==> src/rtl/pe_tile_sequencer_pkg.sv <==
// Shared types and constants for the PE tile sequencer.
// Covers the FSM encoding, the mode constants and the delay-line beat.
package pe_tile_sequencer_pkg;

  typedef enum logic [1:0] {
    IDLE,
    ISSUE,
    HOLD,
    DRAIN
  } state_e;

  localparam logic MODE_16B = 1'b0;
  localparam logic MODE_8B  = 1'b1;
  localparam int   LANES_8B = 2;
  localparam int   PE_LAT   = 1;

  typedef struct packed {
    logic valid;
    logic first;
  } beat_t;

endpackage

==> src/rtl/pe_tile_sequencer_delay_line.sv <==
// Fixed-depth shift register that aligns issue beats with buffer read data.
// A synchronous clear empties it when a tile is abandoned.
module seq_delay_line
  import pe_tile_sequencer_pkg::*;
#(
  parameter int DEPTH = 1
) (
  input  logic  clk,
  input  logic  i_clr,
  input  beat_t i_beat,
  output beat_t o_beat
);

  beat_t r_sr [DEPTH];

  always_ff @(posedge clk) begin
    if (i_clr) begin
      for (int i = 0; i < DEPTH; i++)
        r_sr[i] <= '0;
    end else begin
      r_sr[0] <= i_beat;
      for (int i = 1; i < DEPTH; i++)
        r_sr[i] <= r_sr[i-1];
    end
  end

  assign o_beat = r_sr[DEPTH-1];

endmodule

==> src/rtl/pe_tile_sequencer.sv <==
// Walks one tile of MAC work through the PE chain.
// It issues operand reads, aligns clear/valid with read data and flags each output word.
module pe_tile_sequencer
  import pe_tile_sequencer_pkg::*;
#(
  parameter int K_W    = 10,
  parameter int M_W    = 10,
  parameter int ADDR_W = 12,
  parameter int RD_LAT = 1
) (
  input  logic              clk,
  input  logic              reset,
  input  logic              cmd_valid,
  output logic              cmd_ready,
  input  logic              cmd_mode_8bit,
  input  logic [K_W-1:0]    cmd_k_m1,
  input  logic [M_W-1:0]    cmd_m_m1,
  input  logic [ADDR_W-1:0] cmd_act_base,
  input  logic [ADDR_W-1:0] cmd_wgt_base,
  input  logic              out_ready,
  output logic              rd_en,
  output logic [ADDR_W-1:0] act_addr,
  output logic [ADDR_W-1:0] wgt_addr,
  output logic              pe_choose_8bit,
  output logic              pe_acc_clear,
  output logic              pe_in_valid,
  output logic              out_valid,
  output logic [1:0]        out_lane_mask,
  output logic [M_W-1:0]    out_idx,
  output logic              busy,
  output logic              done
);

  state_e r_state;
  state_e w_next;

  logic [K_W-1:0]    r_k;
  logic [K_W-1:0]    r_k_m1;
  logic [M_W-1:0]    r_p;
  logic [M_W-1:0]    r_p_m1;
  logic [M_W-1:0]    r_oidx;
  logic [ADDR_W-1:0] r_pbase;
  logic [ADDR_W-1:0] r_wbase;
  logic              r_mode;
  logic              r_m_odd;
  logic              r_pv_q;

  logic              w_rd;
  logic              w_rdy;
  logic              w_accept;
  logic              w_k_last;
  logic              w_p_last;
  logic              w_drain_end;
  logic              w_last_out;
  logic              w_ov;
  logic [ADDR_W-1:0] w_kfull;
  beat_t             w_dl_in;
  beat_t             w_dl_out;

  assign w_accept    = cmd_valid & w_rdy;
  assign w_k_last    = (r_k == r_k_m1);
  assign w_p_last    = (r_p == r_p_m1);
  assign w_drain_end = (r_k == K_W'(RD_LAT));
  assign w_kfull     = ADDR_W'(r_k_m1) + ADDR_W'(1);

  always_ff @(posedge clk) begin
    if (reset) r_state <= IDLE;
    else       r_state <= w_next;
  end

  always_comb begin
    w_next = r_state;
    w_rd   = 1'b0;
    w_rdy  = 1'b0;
    case (r_state)
      IDLE: begin
        w_rdy = 1'b1;
        if (cmd_valid) w_next = ISSUE;
      end
      ISSUE: begin
        w_rd = 1'b1;
        if (w_k_last) begin
          if (w_p_last)        w_next = DRAIN;
          else if (!out_ready) w_next = HOLD;
        end
      end
      HOLD: begin
        if (out_ready) w_next = ISSUE;
      end
      DRAIN: begin
        if (w_drain_end) w_next = IDLE;
      end
      default: w_next = IDLE;
    endcase
  end

  // r_k doubles as the drain counter once the last pass is issued
  always_ff @(posedge clk) begin
    if (reset) begin
      r_k     <= '0;
      r_k_m1  <= '0;
      r_p     <= '0;
      r_p_m1  <= '0;
      r_oidx  <= '0;
      r_pbase <= '0;
      r_wbase <= '0;
      r_mode  <= MODE_16B;
      r_m_odd <= 1'b0;
      r_pv_q  <= 1'b0;
    end else begin
      r_pv_q <= w_dl_out.valid;
      if (w_ov) r_oidx <= r_oidx + M_W'(1);
      if (w_accept) begin
        r_mode  <= cmd_mode_8bit;
        r_k_m1  <= cmd_k_m1;
        r_p_m1  <= (cmd_mode_8bit == MODE_8B)
                 ? cmd_m_m1 / M_W'(LANES_8B)
                 : cmd_m_m1;
        r_m_odd <= ~cmd_m_m1[0];
        r_pbase <= cmd_act_base;
        r_wbase <= cmd_wgt_base;
        r_k     <= '0;
        r_p     <= '0;
        r_oidx  <= '0;
      end else if (r_state == ISSUE) begin
        if (w_k_last) begin
          r_k <= '0;
          if (!w_p_last) begin
            r_p     <= r_p + M_W'(1);
            r_pbase <= r_pbase + w_kfull;
          end
        end else begin
          r_k <= r_k + K_W'(1);
        end
      end else if (r_state == DRAIN) begin
        r_k <= r_k + K_W'(1);
      end
    end
  end

  assign w_dl_in.valid = w_rd;
  assign w_dl_in.first = w_rd & (r_k == '0);

  seq_delay_line #(
    .DEPTH (RD_LAT)
  ) u_dl (
    .clk    (clk),
    .i_clr  (reset),
    .i_beat (w_dl_in),
    .o_beat (w_dl_out)
  );

  // a pass ends when the beat after its last one is idle or opens a new pass
  assign w_ov       = r_pv_q & (~w_dl_out.valid | w_dl_out.first);
  assign w_last_out = (r_oidx == r_p_m1);

  assign cmd_ready      = w_rdy;
  assign busy           = (r_state != IDLE);
  assign rd_en          = w_rd;
  assign act_addr       = r_pbase + ADDR_W'(r_k);
  assign wgt_addr       = r_wbase + ADDR_W'(r_k);
  assign pe_choose_8bit = r_mode;
  assign pe_in_valid    = w_dl_out.valid;
  assign pe_acc_clear   = w_dl_out.valid & w_dl_out.first;
  assign out_valid      = w_ov;
  assign out_idx        = r_oidx;
  assign done           = w_ov & w_last_out;

  always_comb begin
    out_lane_mask = 2'b00;
    if (w_ov) begin
      if (r_mode == MODE_8B && !(w_last_out && r_m_odd))
        out_lane_mask = 2'b11;
      else
        out_lane_mask = 2'b01;
    end
  end

endmodule

==> config.mk <==
export PLATFORM = sky130hd
export DESIGN_NAME = pe_tile_sequencer
export DESIGN_NICKNAME = d
export VERILOG_FILES = /design/src/rtl/pe_tile_sequencer_pkg.sv /design/src/rtl/pe_tile_sequencer_delay_line.sv /design/src/rtl/pe_tile_sequencer.sv
export SDC_FILE = /design/constraint.sdc
export NUM_CORES = 1
export LEC_CHECK = 0
export BUFFER_PORTS_ARGS = -buffer_cell sky130_fd_sc_hd__buf_2
export CELL_PAD_IN_SITES_DETAIL_PLACEMENT = 1
export CELL_PAD_IN_SITES_GLOBAL_PLACEMENT = 1
export CORE_UTILIZATION = 42
export CTS_CLUSTER_DIAMETER = 40
export DETAILED_ROUTE_END_ITERATION = 7
export GPL_TIMING_DRIVEN = 0
export HOLD_SLACK_MARGIN = 0.06
export PLACE_DENSITY_LB_ADDON = 0.25
export SLEW_MARGIN = 20
export SYNTH_ARGS = -nofsm -noshare
export SYNTH_HDL_FRONTEND = slang
export SYNTH_SLANG_ARGS = --single-unit
==> constraint.sdc <==
create_clock -name clk -period 3.3 [get_ports clk]
set_input_delay 0.66 -clock clk [delete_from_list [all_inputs] [get_ports clk]]
set_output_delay 0.66 -clock clk [all_outputs]
set_load 0.02 [all_outputs]
**Yosys cells after proc, flatten, opt, wreduce, memory -nomap -nowiden**

Memories as Yosys holds them, arrays and structs flattened.
Index checks and enable logic that the tools add are counted.

- Input bits: 49
- Memories: 1
- Register bits after elaboration: 79
- Output and inout port bits: 44
- Word-level logic and storage cells: 79
- Memory bits (writable): 2

- Eq/ne operators: 13
- Bitwise gates (word level): 9
- Reduce and logical (&&, ||, !) cells: 14
- Add/subtract/negate cells: 7
- Mux-type cells: 24

Memory list:

| name | depth | width | read ports | clocked after memory_dff | write ports | line | text |
|---|---|---|---|---|---|---|---|
| u_dl.r_sr | 1 | 2 | 1 | 0 | 1 | pe_tile_sequencer_delay_line.sv:14 | `beat_t r_sr [DEPTH];` |

Operator list:

| kind | count |
|---|---|
| $mux W12 | 4 |
| $mux W10 | 4 |
| $add A10 B1 Y10 const B | 3 |
| $eq A10 B10 Y1 | 3 |
| $add A12 B10 Y12 | 2 |
| $mux W2 | 9 |
| $add A12 B11 Y12 | 1 |
| $add A10 B1 Y11 const B | 1 |
| $eq A10 B1 Y1 const B | 1 |
| $logic_not A10 Y1 | 1 |
| $ne A2 B2 Y1 const B | 5 |
| $pmux W2 S4 | 1 |
| $reduce_bool A2 Y1 | 4 |
| $mux W1 | 6 |
| $reduce_and A3 Y1 | 2 |
| $and A1 B1 Y1 | 5 |
| $reduce_and A5 Y1 | 1 |
| $eq A2 B2 Y1 const B | 2 |
| $reduce_or A2 Y1 | 2 |
| $ne A3 B3 Y1 const B | 1 |
| $not A1 Y1 | 3 |
| $eq A2 B1 Y1 const B | 1 |
| $logic_and A1 B1 Y1 | 2 |
| $logic_not A2 Y1 | 1 |
| 2 further kinds | 2 |

**Longest topological paths before layout**

Gate-level depths: netlist of the first run.

- Depth after elaboration: 6
- Gate-level depth with buffers: 9
- Gate-level depth less buffers: 9

**Hierarchy**

A second synthesis of the first run with hierarchy kept.

- Cell total of the unflattened synthesis: 634
- Area total of the unflattened synthesis: 5255.0 sq um

Modules (own cells, without submodules):

| module | instances | cells an instance | sequential area each (sq um) | area each (sq um) |
|---|---|---|---|---|
| pe_tile_sequencer | 1 | 630 | 1581.5 | 5202.5 |
| seq_delay_line | 1 | 4 | 40.0 | 52.6 |

**Worst setup path before layout of the first run**

OpenSTA, ideal clock, no wires.

- Kind: register -> output
- Start point: reg r_k[0]
- End point: out act_addr[10]
- Slack: 0.562 ns
- Data required time: 2.640 ns
- Data arrival time: 2.078 ns
- Cell stages (with the launch flop): 10
- Buffers on the path: 0
- Path through: dfxtp_1 -> ha_1 -> inv_1 -> fa_1 -> nor2b_1 -> o21ai_1 -> a21oi_1 -> o41ai_2 -> or4b_1 -> o211ai_1

- Longest elaborated chain between the ends: 1

RTL lines:

| what | line | text |
|---|---|---|
| from (decl) | pe_tile_sequencer.sv:37 | `logic [K_W-1:0] r_k;` |
| from (signal assigned) | pe_tile_sequencer.sv:133 | `r_k <= r_k + K_W'(1);` |
| from (signal assigned) | pe_tile_sequencer.sv:136 | `r_k <= r_k + K_W'(1);` |
| $add A12 B10 Y12 | pe_tile_sequencer.sv:160 | `assign act_addr = r_pbase + ADDR_W'(r_k);` |
| to (decl) | pe_tile_sequencer.sv:22 | `output logic [ADDR_W-1:0] act_addr,` |

No other way between the ends.

**Worst setup path after layout of the first run**

- Start point: reg r_k[2]
- End point: out act_addr[10]

Same word-level chain as after synthesis.

==> impl_metrics.json, run 1 <==
{
  "setup_violations": 0,
  "critical_path_required_ns": 2.64,
  "grt_max_degree": 13,
  "r2r_end": "r_pbase[7]$_SDFFE_PP0P_",
  "synth_top_family_by_area": "simple AND/OR/NAND/NOR gates",
  "finalWirelength_um": 17170,
  "synth_simple_gate_area_frac": 0.2628,
  "place_ws_ns": 0.1356,
  "path_clk_slew_ns": 0.06,
  "die_area_um2": 12810,
  "worstHoldStart": "r_wbase[5]$_SDFFE_PP0P_",
  "synth_cell_types": 60,
  "drt-pass1-iter-count": 5,
  "numClockSinks": 81,
  "port_buffers": 92,
  "cts_tree": "done",
  "status": "complete, no violations",
  "vdd_ir_drop_max_uv": 333.8,
  "r2r_slack_ns": 0.82,
  "start_util": 0.4321,
  "synth-compound-area-share": 0.1521,
  "switching_share": 0.2976,
  "power_mw": 2.849,
  "cellPowerDensity_nw_per_um2": 455.2,
  "place.gp.congestion": 0.9238,
  "synth_nets": 730,
  "drc_errors": 0,
  "worstPathMaxFanout": 4,
  "synth_area_um2": 5190,
  "switching_power_mw": 0.8480,
  "rsz0062_at_grt": "true",
  "antenna_found_initial": 0,
  "postRouteAntennaNets": 0,
  "leakage_nw": 2.755,
  "die_w_um": 113.2,
  "htree_levels": 3,
  "grt_pass1_wl_um": 27250,
  "final_common_cell": "buf_2",
  "slew_headroom": 0.4209,
  "grt_pass1_vias": 5307,
  "worstHoldPathType": "reg -> reg",
  "drv_cap": 0,
  "power_frac_clock": 0.391,
  "cts_buffers": 9,
  "layout_common_cells": "buf_2 (94), nand2_1 (83), dfxtp_1 (76)",
  "hold_violations": 0,
  "n_antenna_cell": 0,
  "drv_slew": 0,
  "clock-skew-final_ns": 0.004229,
  "overflow": 0,
  "num_rows": 40,
  "fmax_mhz": 308.9,
  "drt_iter0_drc": 268,
  "root_buffer": "clkbuf_16",
  "cp-start-kind": "register",
  "min_to": "r_wbase[5]$_SDFFE_PP0P_",
  "fillCellCount": 1495,
  "wire_per_inst_um": 19.06,
  "place_hpwl_um": 13040,
  "end_kind": "primary output",
  "cp.arrival_ns": 2.58,
  "worstReg2RegStart": "r_k_m1[1]$_SDFFE_PP0P_",
  "ys.flop_type": "dfxtp_1",
  "p_comb_frac": 0.220,
  "io_pins": 93,
  "via_count": 5175,
  "worst-slew-pin-transition_ns": 0.8574,
  "syn_avg_cell_area_um2": 8.072,
  "final_layout_size_suffix_gt1_frac": 0.1936,
  "min_path_cells": 2,
  "syn_inst": 643,
  "yosysWarningCount": 0,
  "muxShareOfSynthArea": 0.02941,
  "p_int_mw": 2.001,
  "fp.dieH_um": 113.2,
  "synth_xor_area_frac": 0.1097,
  "post-route-period-util": 0.9811,
  "avgViaCountPerCell": 5.744,
  "synth-adder-area-share": 0.09595,
  "synth-seq-cells": 81,
  "synthToLayoutAreaGrowth_pct": 20.61,
  "criticalPathCategory": "reg -> out",
  "setup_ws_ns": 0.06233,
  "period_needed_ns": 3.238,
  "yosysSeqAreaShare": 0.3124,
  "gr-usage-all-layers": 0.2737,
  "synth_edf_count": 0,
  "ff2ff_path_depth": 7,
  "clockBufferDepth": 2,
  "finalNetCount": 837,
  "worstSkewPairLatency_ns": 0.34,
  "p_seq_frac": 0.388,
  "coreArea_um2": 12010,
  "synthArstFlopShare": 0,
  "postCtsHoldBufs": 0
}
## routing by layer
metal	share of wire	global-route usage
met1	0.45	0.3442
met2	0.48	0.4753
met4	0.022	0.08947
met5	0	0
met3	0.045	0.04553
## logic make-up (layout without fill, tap and decap cells)
| kind of cell | after synthesis | after routing |
|---|---|---|
| buffers and inverters | 46 | 157 |
| multiplexers | 15 | 15 |
| adder cells (fa/ha/maj) | 38 | 38 |
| flip-flops | 81 | 81 |
| AND/OR/NAND/NOR | 269 | 269 |
| AO/OA/AOI/OAI | 129 | 129 |
| XOR/XNOR | 65 | 65 |
## worst max-delay path: stages (launching register included)
cell	delay (ns)
dfxtp_1	0.34
ha_1	0.36
nor2b_2	0.18
o21ai_2	0.19
a21oi_2	0.10
o41ai_2	0.28
or4b_4	0.50
o211ai_1	0.11
buf_4	0.17
## synthesized netlist by cell type, drive strengths merged, types with 2 or more instances
library cell | count | share of area
xor2 | 32 | 0.054
a21boi | 2 | 0.0036
xnor2 | 33 | 0.056
a211oi | 11 | 0.016
nand4 | 17 | 0.022
nand3 | 31 | 0.032
and2 | 6 | 0.0072
mux2 | 2 | 0.0043
fa | 3 | 0.012
inv | 18 | 0.013
o211ai | 4 | 0.0058
nor2b | 9 | 0.012
a311oi | 2 | 0.0034
nand3b | 5 | 0.0072
nor4 | 10 | 0.020
a31oi | 6 | 0.0072
a21oi | 57 | 0.055
buf | 9 | 0.011
nand2 | 83 | 0.060
ha | 35 | 0.084
nor3 | 10 | 0.0096
nor2 | 63 | 0.046
o41ai | 3 | 0.0065
and3 | 9 | 0.012
o31ai | 2 | 0.0029
a2111oi | 3 | 0.0051
dfxtp | 81 | 0.31
o21ai | 24 | 0.023
mux2i | 13 | 0.025
or3 | 10 | 0.012
nand2b | 7 | 0.0084
or4 | 7 | 0.010
a21o | 6 | 0.0087
clkbuf | 18 | 0.013
## through the flow
stage                 TNS, ns  utilization  area [um^2]  std cells  hold slack, ns
floorplan                   0            -         5190        643          0.4400
finish                      0       0.5211         6260        901          0.4801
global route          -0.1080       0.5211         6260        901          0.4967
detailed placement          0       0.4857         5834        882          0.4611
CTS                 -0.006669       0.5157         6195        898          0.4712
global placement            0       0.4857         5834        882          0.4500
## timing repair
item | in CTS | in global routing
resized for setup | 8 | 13
pin swaps | 1 | 5
setup buffers | 1 | 3
setup endpoints to repair | 3 | 4
## power by group through the flow
stage	sequential [mW]	combinational (mW)	clock [mW]
floorplan	1.10	0.423	0
global placement	1.12	0.583	0
detailed placement	1.12	0.610	0
CTS	1.10	0.617	1.13
global route	1.11	0.691	1.17
finish	1.11	0.627	1.11
## area by class of cell
cell class / count / area (um^2) / area share
multi-input combinational: 516 / 3425 / 0.5471
sequential: 81 / 1630 / 0.2604
tap: 147 / 183.9 / 0.02938
inverter: 19 / 73.82 / 0.01179
clock inverter: 2 / 60.06 / 0.009594
timing repair buffer: 96 / 493.0 / 0.07875
buffer: 27 / 123.9 / 0.01979
clock buffer: 13 / 270.3 / 0.04317
## how the worst max path moves through the flow
stage	from	to	slack, ns	cells past startpoint
after floorplan	r_k[0]$_SDFFE_PP0P_	act_addr[10]	0.56	9
after global placement	r_k[1]$_SDFFE_PP0P_	act_addr[10]	0.25	9
after detailed placement	r_k[1]$_SDFFE_PP0P_	act_addr[10]	0.14	9
after CTS	r_k[0]$_SDFFE_PP0P_	act_addr[10]	-0.007	10
after global routing	r_k[2]$_SDFFE_PP0P_	act_addr[10]	-0.07	8
final	r_k[2]$_SDFFE_PP0P_	act_addr[10]	0.06	8
## flip-flops by register name, summed over array words and instances (netlist names), 2 cells and up
name,count
r_k,10
out_idx,10
r_p_m1,10
r_pbase,12
u_dl.r_sr,2
r_state,2
r_p,10
r_wbase,12
r_k_m1,10
Note: power is estimated with default switching activity, not from simulation.
==> run 2, diff against run 1 <==
CORE_UTILIZATION = 25   (was 42)
==> run 2 against run 1 <==
Compared with the run above:
- critical path depth increased by 2
- sequential share of layout area decreased by 0.23 points
- cell count increased by 13%
- highest routed layer is now met5
- global-route usage decreased by 10 points
- routed wire length increased by 0.98%
- sequential power about the same
- clock skew increased by 0.0033 ns
- combinational power decreased by 1%
==> impl_metrics.json, run 2 (synthesis gave the netlist of run 1 again) <==
{
  "place.gp.congestion": 0.7785,
  "fmax_mhz": 313.1,
  "start_util": 0.2557,
  "ff2ff_path_depth": 9,
  "rsz0062_at_grt": "true",
  "path_clk_slew_ns": 0.06,
  "leakage_nw": 2.710,
  "htree_levels": 3,
  "worstHoldStart": "r_wbase[5]$_SDFFE_PP0P_",
  "drv_slew": 0,
  "die_area_um2": 21340,
  "synthToLayoutAreaGrowth_pct": 21.67,
  "postCtsHoldBufs": 0,
  "worstPathMaxFanout": 8,
  "finalWirelength_um": 17340,
  "dp.cells": 1005,
  "cts_tree": "done",
  "min_path_cells": 2,
  "vdd_ir_drop_max_uv": 227.7,
  "avgViaCountPerCell": 4.772,
  "port_buffers": 92,
  "min_to": "r_wbase[5]$_SDFFE_PP0P_",
  "drt_iter0_drc": 244,
  "worstHoldPathType": "reg -> reg",
  "reg.largest.list": "r_pbase (12), r_wbase (12)",
  "cts_buffers": 9,
  "drv_cap": 0,
  "layout_common_cells": "buf_2 (94), nand2_1 (83), dfxtp_1 (76)",
  "clock-skew-final_ns": 0.007559,
  "cp.arrival_ns": 2.53,
  "postRouteAntennaNets": 0,
  "power_frac_clock": 0.362,
  "status": "complete, no violations",
  "root_buffer": "clkbuf_16",
  "hold_violations": 0,
  "r2r_end": "r_pbase[10]$_SDFFE_PP0P_",
  "die_w_um": 146.1,
  "drt-pass1-iter-count": 5,
  "via_count": 4877,
  "grt_max_degree": 14,
  "cellPowerDensity_nw_per_um2": 427.3,
  "post-route-period-util": 0.9679,
  "criticalPathCategory": "reg -> out",
  "r2r_slack_ns": 0.86,
  "end_kind": "primary output",
  "slew_headroom": 0.4244,
  "numClockSinks": 81,
  "overflow": 0,
  "grt_pass1_vias": 5019,
  "critical_path_required_ns": 2.64,
  "clockBufferDepth": 2,
  "switching_power_mw": 0.8747,
  "worstSkewPairLatency_ns": 0.35,
  "fp.dieH_um": 146.1,
  "instances_no_fill": 1022,
  "num_rows": 52,
  "worst-slew-pin-transition_ns": 0.8523,
  "gr-usage-all-layers": 0.1690,
  "worstReg2RegStart": "r_k_m1[0]$_SDFFE_PP0P_",
  "setup_violations": 0,
  "switching_share": 0.3241,
  "io_pins": 93,
  "cp-start-kind": "register",
  "n_antenna_cell": 0,
  "finalNetCount": 834,
  "period_needed_ns": 3.194,
  "grt_pass1_wl_um": 27950,
  "place_hpwl_um": 13490,
  "p_int_mw": 1.824,
  "final_layout_size_suffix_gt1_frac": 0.1862,
  "power_mw": 2.699,
  "p_comb_frac": 0.229,
  "coreArea_um2": 20300,
  "drc_errors": 0,
  "p_seq_frac": 0.409,
  "antenna_found_initial": 1,
  "wire_per_inst_um": 16.97,
  "final_common_cell": "buf_2"
}
-- run 2: critical path: stages (launching register included) --
cell,delay [ns]
dfxtp_4,0.39
ha_1,0.22
inv_1,0.08
fa_2,0.20
nor2b_1,0.06
o21ai_2,0.14
a21oi_2,0.09
o41ai_2,0.26
or4b_1,0.47
o211ai_1,0.11
buf_4,0.17
-- run 2: how the worst max path moves through the flow --
stage                   end  slack [ns]  cells past startpoint                 from
6_report       act_addr[10]        0.11                     10  r_k[0]$_SDFFE_PP0P_
3_5_place_dp   act_addr[10]        0.15                     10  r_k[0]$_SDFFE_PP0P_
3_3_place_gp   act_addr[10]        0.18                     10  r_k[0]$_SDFFE_PP0P_
2_1_floorplan  act_addr[10]        0.56                      9  r_k[0]$_SDFFE_PP0P_
5_1_grt        act_addr[10]       -0.03                     10  r_k[0]$_SDFFE_PP0P_
4_1_cts        act_addr[10]       -0.06                     10  r_k[0]$_SDFFE_PP0P_
-- run 2: layout make-up --
type | count | area, um^2
Tap cell | 270 | 337.8
Inverter | 19 | 71.32
Clock buffer | 12 | 256.5
Clock inverter | 4 | 27.53
Multi-Input combinational cell | 516 | 3397
Sequential cell | 81 | 1630
Timing Repair Buffer | 93 | 470.5
Fill cell | 2466 | 13980
Buffer | 27 | 123.9
-- run 2: metal layers --
layer  track usage  routed length [um]
met5             0                  11
met4       0.05417                 267
met3       0.02469                 573
met2        0.2818                8065
met1        0.2240                8422
-- run 2: what timing repair did --
item | 4_1_cts | 5_1_grt
cloned | 0 | 0
resized for setup | 7 | 7
buffers inserted | 1 | 0
pin swaps | 1 | 1
endpoints found under the setup margin | 3 | 5
-- run 2: power groups by stage --
stage,logic [mW],clock network (mW),registers [mW]
after floorplan,0.423,0,1.10
after global placement,0.615,0,1.13
after detailed placement,0.618,0,1.13
after CTS,0.624,1.01,1.11
after global routing,0.687,1.05,1.11
final,0.618,0.976,1.10
-- run 2: per-stage QoR --
| stage | instance area, um^2 | setup WS (ns) | util | hold WS (ns) | TNS, ns |
|---|---|---|---|---|---|
| after floorplan | 5190 | 0.5618 | - | 0.4400 | 0 |
| after global placement | 5988 | 0.1829 | 0.2950 | 0.4479 | 0 |
| after detailed placement | 5988 | 0.1544 | 0.2950 | 0.4537 | 0 |
| after CTS | 6299 | -0.05812 | 0.3103 | 0.4627 | -0.05812 |
| after global routing | 6315 | -0.02750 | 0.3111 | 0.4803 | -0.02750 |
| final | 6315 | 0.1059 | 0.3111 | 0.4610 | 0 |
